### src/rtl/vend_display_scan.sv
// Multiplexed 8-digit 7-segment driver for the vending machine's price, coin balance, change and total.
// Optional macro ITEM_LED_EN adds the registered one-hot item LEDs (selectItem -> itemLed).
module vend_display_scan #(
  parameter int SCAN_DIV     = 1000,
  parameter int BLINK_FRAMES = 100
) (
  input  logic       clk,
  input  logic       rst,
  input  logic [6:0] price,
  input  logic [6:0] coinBalance,
  input  logic [6:0] change,
  input  logic [6:0] total,
  input  logic       alarm,
`ifdef ITEM_LED_EN
  input  logic [3:0] selectItem,
  output logic [3:0] itemLed,
`endif
  output logic [7:0] an_n,
  output logic [6:0] seg_n,
  output logic       dp_n
);

  localparam int SW = (SCAN_DIV > 1) ? $clog2(SCAN_DIV) : 1;
  localparam int BW = (BLINK_FRAMES > 1) ? $clog2(BLINK_FRAMES) : 1;

  typedef enum logic [1:0] {
    CV_LOAD   = 2'd0,
    CV_SHIFT  = 2'd1,
    CV_COMMIT = 2'd2
  } cv_state_e;

  cv_state_e      cv_state_q, cv_state_d;
  logic [1:0]     field_q, field_d;
  logic [6:0]     bin_q, bin_d;
  logic [8:0]     acc_q, acc_d;
  logic [2:0]     bit_cnt_q, bit_cnt_d;
  logic [8:0]     bcd_q [4];
  logic           commit;
  logic [6:0]     field_val;
  logic [3:0]     units_adj, tens_adj;

  logic [SW-1:0]  scan_cnt_q, scan_cnt_d;
  logic [2:0]     digit_q, digit_d;
  logic [BW-1:0]  blink_cnt_q, blink_cnt_d;
  logic           phase_on_q, phase_on_d;
  logic           scan_wrap, frame_wrap, blank;
  logic [8:0]     cur_bcd;

  logic [7:0]     an_q, an_d;
  logic [6:0]     seg_q, seg_d;
  logic           dp_q, dp_d;

  function automatic logic [6:0] seg_code(input logic [3:0] v);
    case (v)
      4'd0:    seg_code = 7'h40;
      4'd1:    seg_code = 7'h79;
      4'd2:    seg_code = 7'h24;
      4'd3:    seg_code = 7'h30;
      4'd4:    seg_code = 7'h19;
      4'd5:    seg_code = 7'h12;
      4'd6:    seg_code = 7'h02;
      4'd7:    seg_code = 7'h78;
      4'd8:    seg_code = 7'h00;
      4'd9:    seg_code = 7'h10;
      default: seg_code = 7'h7F;
    endcase
  endfunction

  // Shift-add-3 converter: one field per 9 cycles, snapshotted at LOAD.
  always_comb begin
    cv_state_d = cv_state_q;
    field_d    = field_q;
    bin_d      = bin_q;
    acc_d      = acc_q;
    bit_cnt_d  = bit_cnt_q;
    commit     = 1'b0;
    field_val  = price;
    case (field_q)
      2'd1:    field_val = coinBalance;
      2'd2:    field_val = change;
      2'd3:    field_val = total;
      default: field_val = price;
    endcase
    units_adj = (acc_q[3:0] >= 4'd5) ? acc_q[3:0] + 4'd3 : acc_q[3:0];
    tens_adj  = (acc_q[7:4] >= 4'd5) ? acc_q[7:4] + 4'd3 : acc_q[7:4];
    case (cv_state_q)
      CV_LOAD: begin
        bin_d      = field_val;
        acc_d      = '0;
        bit_cnt_d  = '0;
        cv_state_d = CV_SHIFT;
      end
      CV_SHIFT: begin
        {acc_d, bin_d} = {acc_q[8], tens_adj, units_adj, bin_q} << 1;
        bit_cnt_d      = bit_cnt_q + 3'd1;
        if (bit_cnt_q == 3'd6) cv_state_d = CV_COMMIT;
      end
      CV_COMMIT: begin
        commit     = 1'b1;
        field_d    = field_q + 2'd1;
        cv_state_d = CV_LOAD;
      end
      default: cv_state_d = CV_LOAD;
    endcase
  end

  // Scan, blink and registered display outputs. Digit 7..6 map to field 0, so field = ~digit[2:1].
  always_comb begin
    scan_wrap   = (scan_cnt_q == SW'(SCAN_DIV - 1));
    frame_wrap  = scan_wrap && (digit_q == 3'd0);
    scan_cnt_d  = scan_wrap ? '0 : scan_cnt_q + SW'(1);
    digit_d     = scan_wrap ? digit_q - 3'd1 : digit_q;
    blink_cnt_d = blink_cnt_q;
    phase_on_d  = phase_on_q;
    if (!alarm) begin
      blink_cnt_d = '0;
      phase_on_d  = 1'b1;
    end else if (frame_wrap) begin
      if (blink_cnt_q == BW'(BLINK_FRAMES - 1)) begin
        blink_cnt_d = '0;
        phase_on_d  = ~phase_on_q;
      end else begin
        blink_cnt_d = blink_cnt_q + BW'(1);
      end
    end
    blank   = alarm && !phase_on_q;
    cur_bcd = bcd_q[~digit_q[2:1]];
    an_d    = blank ? 8'hFF : ~(8'd1 << digit_q);
    seg_d   = seg_code(cur_bcd[3:0]);
    dp_d    = 1'b1;
    if (digit_q[0]) begin
      seg_d = (cur_bcd[8] || (cur_bcd[7:4] != 4'd0)) ? seg_code(cur_bcd[7:4]) : 7'h7F;
      dp_d  = ~cur_bcd[8];
    end
  end

  always_ff @(posedge clk or posedge rst) begin
    if (rst) begin
      cv_state_q  <= CV_LOAD;
      field_q     <= '0;
      bin_q       <= '0;
      acc_q       <= '0;
      bit_cnt_q   <= '0;
      for (int i = 0; i < 4; i++) bcd_q[i] <= '0;
      scan_cnt_q  <= '0;
      digit_q     <= 3'd7;
      blink_cnt_q <= '0;
      phase_on_q  <= 1'b1;
      an_q        <= 8'hFF;
      seg_q       <= 7'h7F;
      dp_q        <= 1'b1;
    end else begin
      cv_state_q  <= cv_state_d;
      field_q     <= field_d;
      bin_q       <= bin_d;
      acc_q       <= acc_d;
      bit_cnt_q   <= bit_cnt_d;
      if (commit) bcd_q[field_q] <= acc_q;
      scan_cnt_q  <= scan_cnt_d;
      digit_q     <= digit_d;
      blink_cnt_q <= blink_cnt_d;
      phase_on_q  <= phase_on_d;
      an_q        <= an_d;
      seg_q       <= seg_d;
      dp_q        <= dp_d;
    end
  end

  assign an_n  = an_q;
  assign seg_n = seg_q;
  assign dp_n  = dp_q;

`ifdef ITEM_LED_EN
  logic [3:0] item_led_q;
  always_ff @(posedge clk or posedge rst) begin
    if (rst) item_led_q <= '0;
    else     item_led_q <= blank ? 4'd0 : selectItem;
  end
  assign itemLed = item_led_q;
`endif

endmodule

### config.mk
export PLATFORM = sky130hd
export DESIGN_NAME = vend_display_scan
export DESIGN_NICKNAME = d
export VERILOG_FILES = /design/src/rtl/vend_display_scan.sv
export SDC_FILE = /design/constraint.sdc
export NUM_CORES = 1
export LEC_CHECK = 0
export BUFFER_PORTS_ARGS = -buffer_cell sky130_fd_sc_hd__buf_2
export CAP_MARGIN = 5
export CORE_UTILIZATION = 30
export CTS_CLUSTER_DIAMETER = 50
export DETAILED_ROUTE_END_ITERATION = 7
export GPL_ROUTABILITY_DRIVEN = 0
export SYNTH_ARGS = -nofsm -noshare
export SYNTH_HDL_FRONTEND = slang
export SYNTH_SLANG_ARGS = --single-unit
### constraint.sdc
create_clock -name clk -period 3.9 [get_ports clk]
set_clock_uncertainty 0.05 [all_clocks]
set_input_delay 0.39 -clock clk [delete_from_list [all_inputs] [get_ports clk]]
set_output_delay 0.39 -clock clk [all_outputs]
set_load 0.05 [all_outputs]
==> flow_summary.yaml <==
cells_and_area:
  net_count_final: 568
  finish.utilization_pct: 35.3
  areaGrowthSynthToFinish_pct: 14.1
  layout.cells.most_common: "dfrtp_1"
  final_cell_area_sq_um: 5670
  most-common-layout-cells: "76 x dfrtp_1, 64 x nand2_1, 46 x buf_2"
  final_layout_size_suffix_gt1_share_pct: 23.5
  antenna_cells: 0
routing:
  drcViolationCount: 0
  detail_route.iter0.violations: 227
  route.vias.total: 3456
  via_per_inst: 4.73
  drt_wl_total_um: 9190
  final_antenna_net_count: 0
  dr.pass1.iters: 4
  average_detailed_routed_wire_length_per_instance_um: 12.6
timing:
  maxSlewViolCount: 0
  post-route-period-util_pct: 71.0
  number_of_setup_violations_in_the_final_report: 0
  rsz_0062_raised_after_global_routing: "no"
  setup_tns_ns: 0
  achievable-frequency_ghz: 0.361
  slew-limit-headroom_pct: 37.2
  hold_viol: 0
  finalCriticalPeriod_ns: 2.77
  least_margin_pin_slew_ns: 0.941
synth:
  synth.ff_latch_count: 96
  synth.largest_area_cell: "dfrtp_1"
  postSynthAreaPerCell_sq_um: 10.4
  count_of_flip_flops_with_a_built_in_enable_after_synthesis: 0
  ys.flop_type: "dfrtp_1"
  synthTopCellsByArea: "dfrtp_1 38%, dfstp_2 11%, ha_1 7.0%"
  syn_nets: 536
  netlist_area_sq_um: 4970
  yosys.cell_types.count: 54
  yosysSeqAreaShare_pct: 48.8
  yosys_warnings: 0
  postSynthCellCount: 477
  postSynth.asyncResetShare_pct: 100
  synth_top_area_share_pct: 38.2
clock_network:
  post-cts-setup-buffer-count: 0
  cts_buffer_depth: 2
  clk-insertion-delay-late_ns: 0.34
  clock-root-buffer: "clkbuf_16"
  ctsHoldBuffers: 0
  cts_tree: "built"
  post_cts_resized: 0
  numCtsBuffers: 9
  h-tree-depth: 3
  cts.sinks: 96
  clk_transition_reported_paths_ns: 0.06
worst_setup_path:
  crit_path_max_fanout: 16
  slowest_stage: "dfstp_2"
  crit_chain: "mux4_1, inv_1, ha_1, nand2_1, o22ai_1, a21oi_1, o21ai_2, o22a_1"
  critPathMaxStageDelay_ns: 0.80
  worst-endpoint-required_ns: 4.14
  crit_path_end_kind: "flip-flop"
  cp_arrival_ns: 3.01
  startpoint_types: "flip-flop"
  timing.setup.critical_path_class: "reg -> reg"
floorplan:
  fp-row-count: 46
  floorplan.die.width_um: 131
  fp.dieH_um: 131
  design.portCount: 47
  fp.coreArea_sq_um: 16100
  initial_core_util_pct: 31.0
  dieArea_sq_um: 17100
min_path:
  timing.hold.worst.class: "in -> async"
power:
  power.static_leakage_nw: 2.52
  cellPowerDensity_nw_per_um2: 492
  max-vdd-ir-drop_v: 0.000253
place:
  place_hpwl_um: 6480
  placement.cell_area_sq_um: 5350
  place.port_buffers: 46
global_route:
  grt_first_pass_wirelength_um: 16000
  grt_overflow_total: 0
  tot_gr_track_use_pct: 12.1
  first_global_vias: 3436
  grt_start_max_net_pins: 57
  grt_antenna_before_repair: 0
flow_run:
  max_cap_viol_count: 0
outcome:
  outcome: "finished, final reports clean"
cell type report:
type	count	area (sq um)
sequential	96	2430
timing repair buffer	48	245
clock buffer	9	225
clock inverter	7	95.1
inverter	26	98.8
tap	216	270
fill	1595	10400
multi-input combinational	328	2310
metal layers:
layer | up-vias | GRT usage [%] | routed length, um
li1 | 1725 | - | -
met1 | 1638 | 14.6 | 4280
met2 | 86 | 20.5 | 4350
met3 | 7 | 3.99 | 462
met4 | 0 | 3.38 | 97
met5 | - | 0 | 0
worst paths after layout:
kind	depth (start not counted)	end	startpoint	slack, ns
setup / recovery	8	seg_n[5]$_DFF_PP1_	digit_q[1]$_DFFE_PP1N_	1.13
hold / removal	2	bit_cnt_q[0]$_DFFE_PP0P_	rst	0.18
setup reg to reg	8	seg_n[5]$_DFF_PP1_	digit_q[1]$_DFFE_PP1N_	1.13
hold reg to reg	1	scan_cnt_q[9]$_DFF_PP0_	scan_cnt_q[9]$_DFF_PP0_	0.42
max in group asynchronous	3	seg_n[0]$_DFF_PP1_	rst	2.58
min in group clk	2	phase_on_q$_DFFE_PP1P_	alarm	0.26
report_power, final:
part,total (mW),internal [mW],switching (mW),leakage [nW]
Combinational,0.636,0.251,0.385,1.19
Sequential,1.23,1.16,0.0614,1.17
Clock,0.933,0.562,0.371,0.156
Total,2.79,1.98,0.817,2.52
flip-flops by register name, summed over array words and instances (netlist names), 7 cells and up:
| register | cells |
|---|---|
| bcd_q | 36 |
| acc_q | 9 |
| bin_q | 7 |
| scan_cnt_q | 10 |
| an_n | 8 |
| blink_cnt_q | 7 |
| seg_n | 7 |
logic make-up (layout without fill, tap and decap cells):
logic type | Yosys count | count (layout) | share of synthesized area [%]
and+or+nand+nor | 145 | 145 | 13.6
adders and majority gates | 28 | 28 | 7.04
muxes | 38 | 38 | 10.3
buffers and inverters | 53 | 90 | 4.73
xor gates and xnor gates | 12 | 12 | 2.11
DFF | 96 | 96 | 48.8
AOI/OAI and AO/OA | 105 | 105 | 13.5
per-stage QoR:
step | hold WS (ns) | total power [mW] | cells | worst slack [ns]
after floorplan | 0.392 | 1.75 | 477 | 0.988
after global routing | 0.256 | 2.96 | 730 | 0.935
final | 0.180 | 2.79 | 730 | 1.13
after detailed placement | 0.417 | 1.88 | 714 | 1.14
after CTS | 0.205 | 2.84 | 730 | 1.12
after global placement | 0.406 | 1.86 | 714 | 1.21
critical path: cells and delay by family (launching register included):
kind / cells / cell delay [ns]
flip-flops: 1 / 0.80
AO/OA/AOI/OAI: 4 / 0.78
multiplexers: 1 / 0.69
buffers and inverters: 1 / 0.14
AND/OR/NAND/NOR: 1 / 0.07
adder cells (fa/ha/maj): 1 / 0.20
cell usage after synthesis, types with 3 or more instances:
master and count:
and2_1 5, mux4_2 4, nand2_1 64, inv_1 23, nand3_1 12, o31ai_1 3
ha_1 28, a21oi_1 27, xnor2_1 9, dfrtp_1 76, mux2_2 25, a211oi_1 10
nand2b_1 6, o41ai_1 3, or3_1 3, clkbuf_1 20, xor2_1 3, o21ai_0 33
o22a_1 5, mux2i_1 6, nor2b_1 4, mux4_1 3, a21boi_0 3, nor2_1 33
dfstp_2 20, a22o_1 3, a222oi_1 7
No activity file was read; power rests on OpenSTA's default activity.
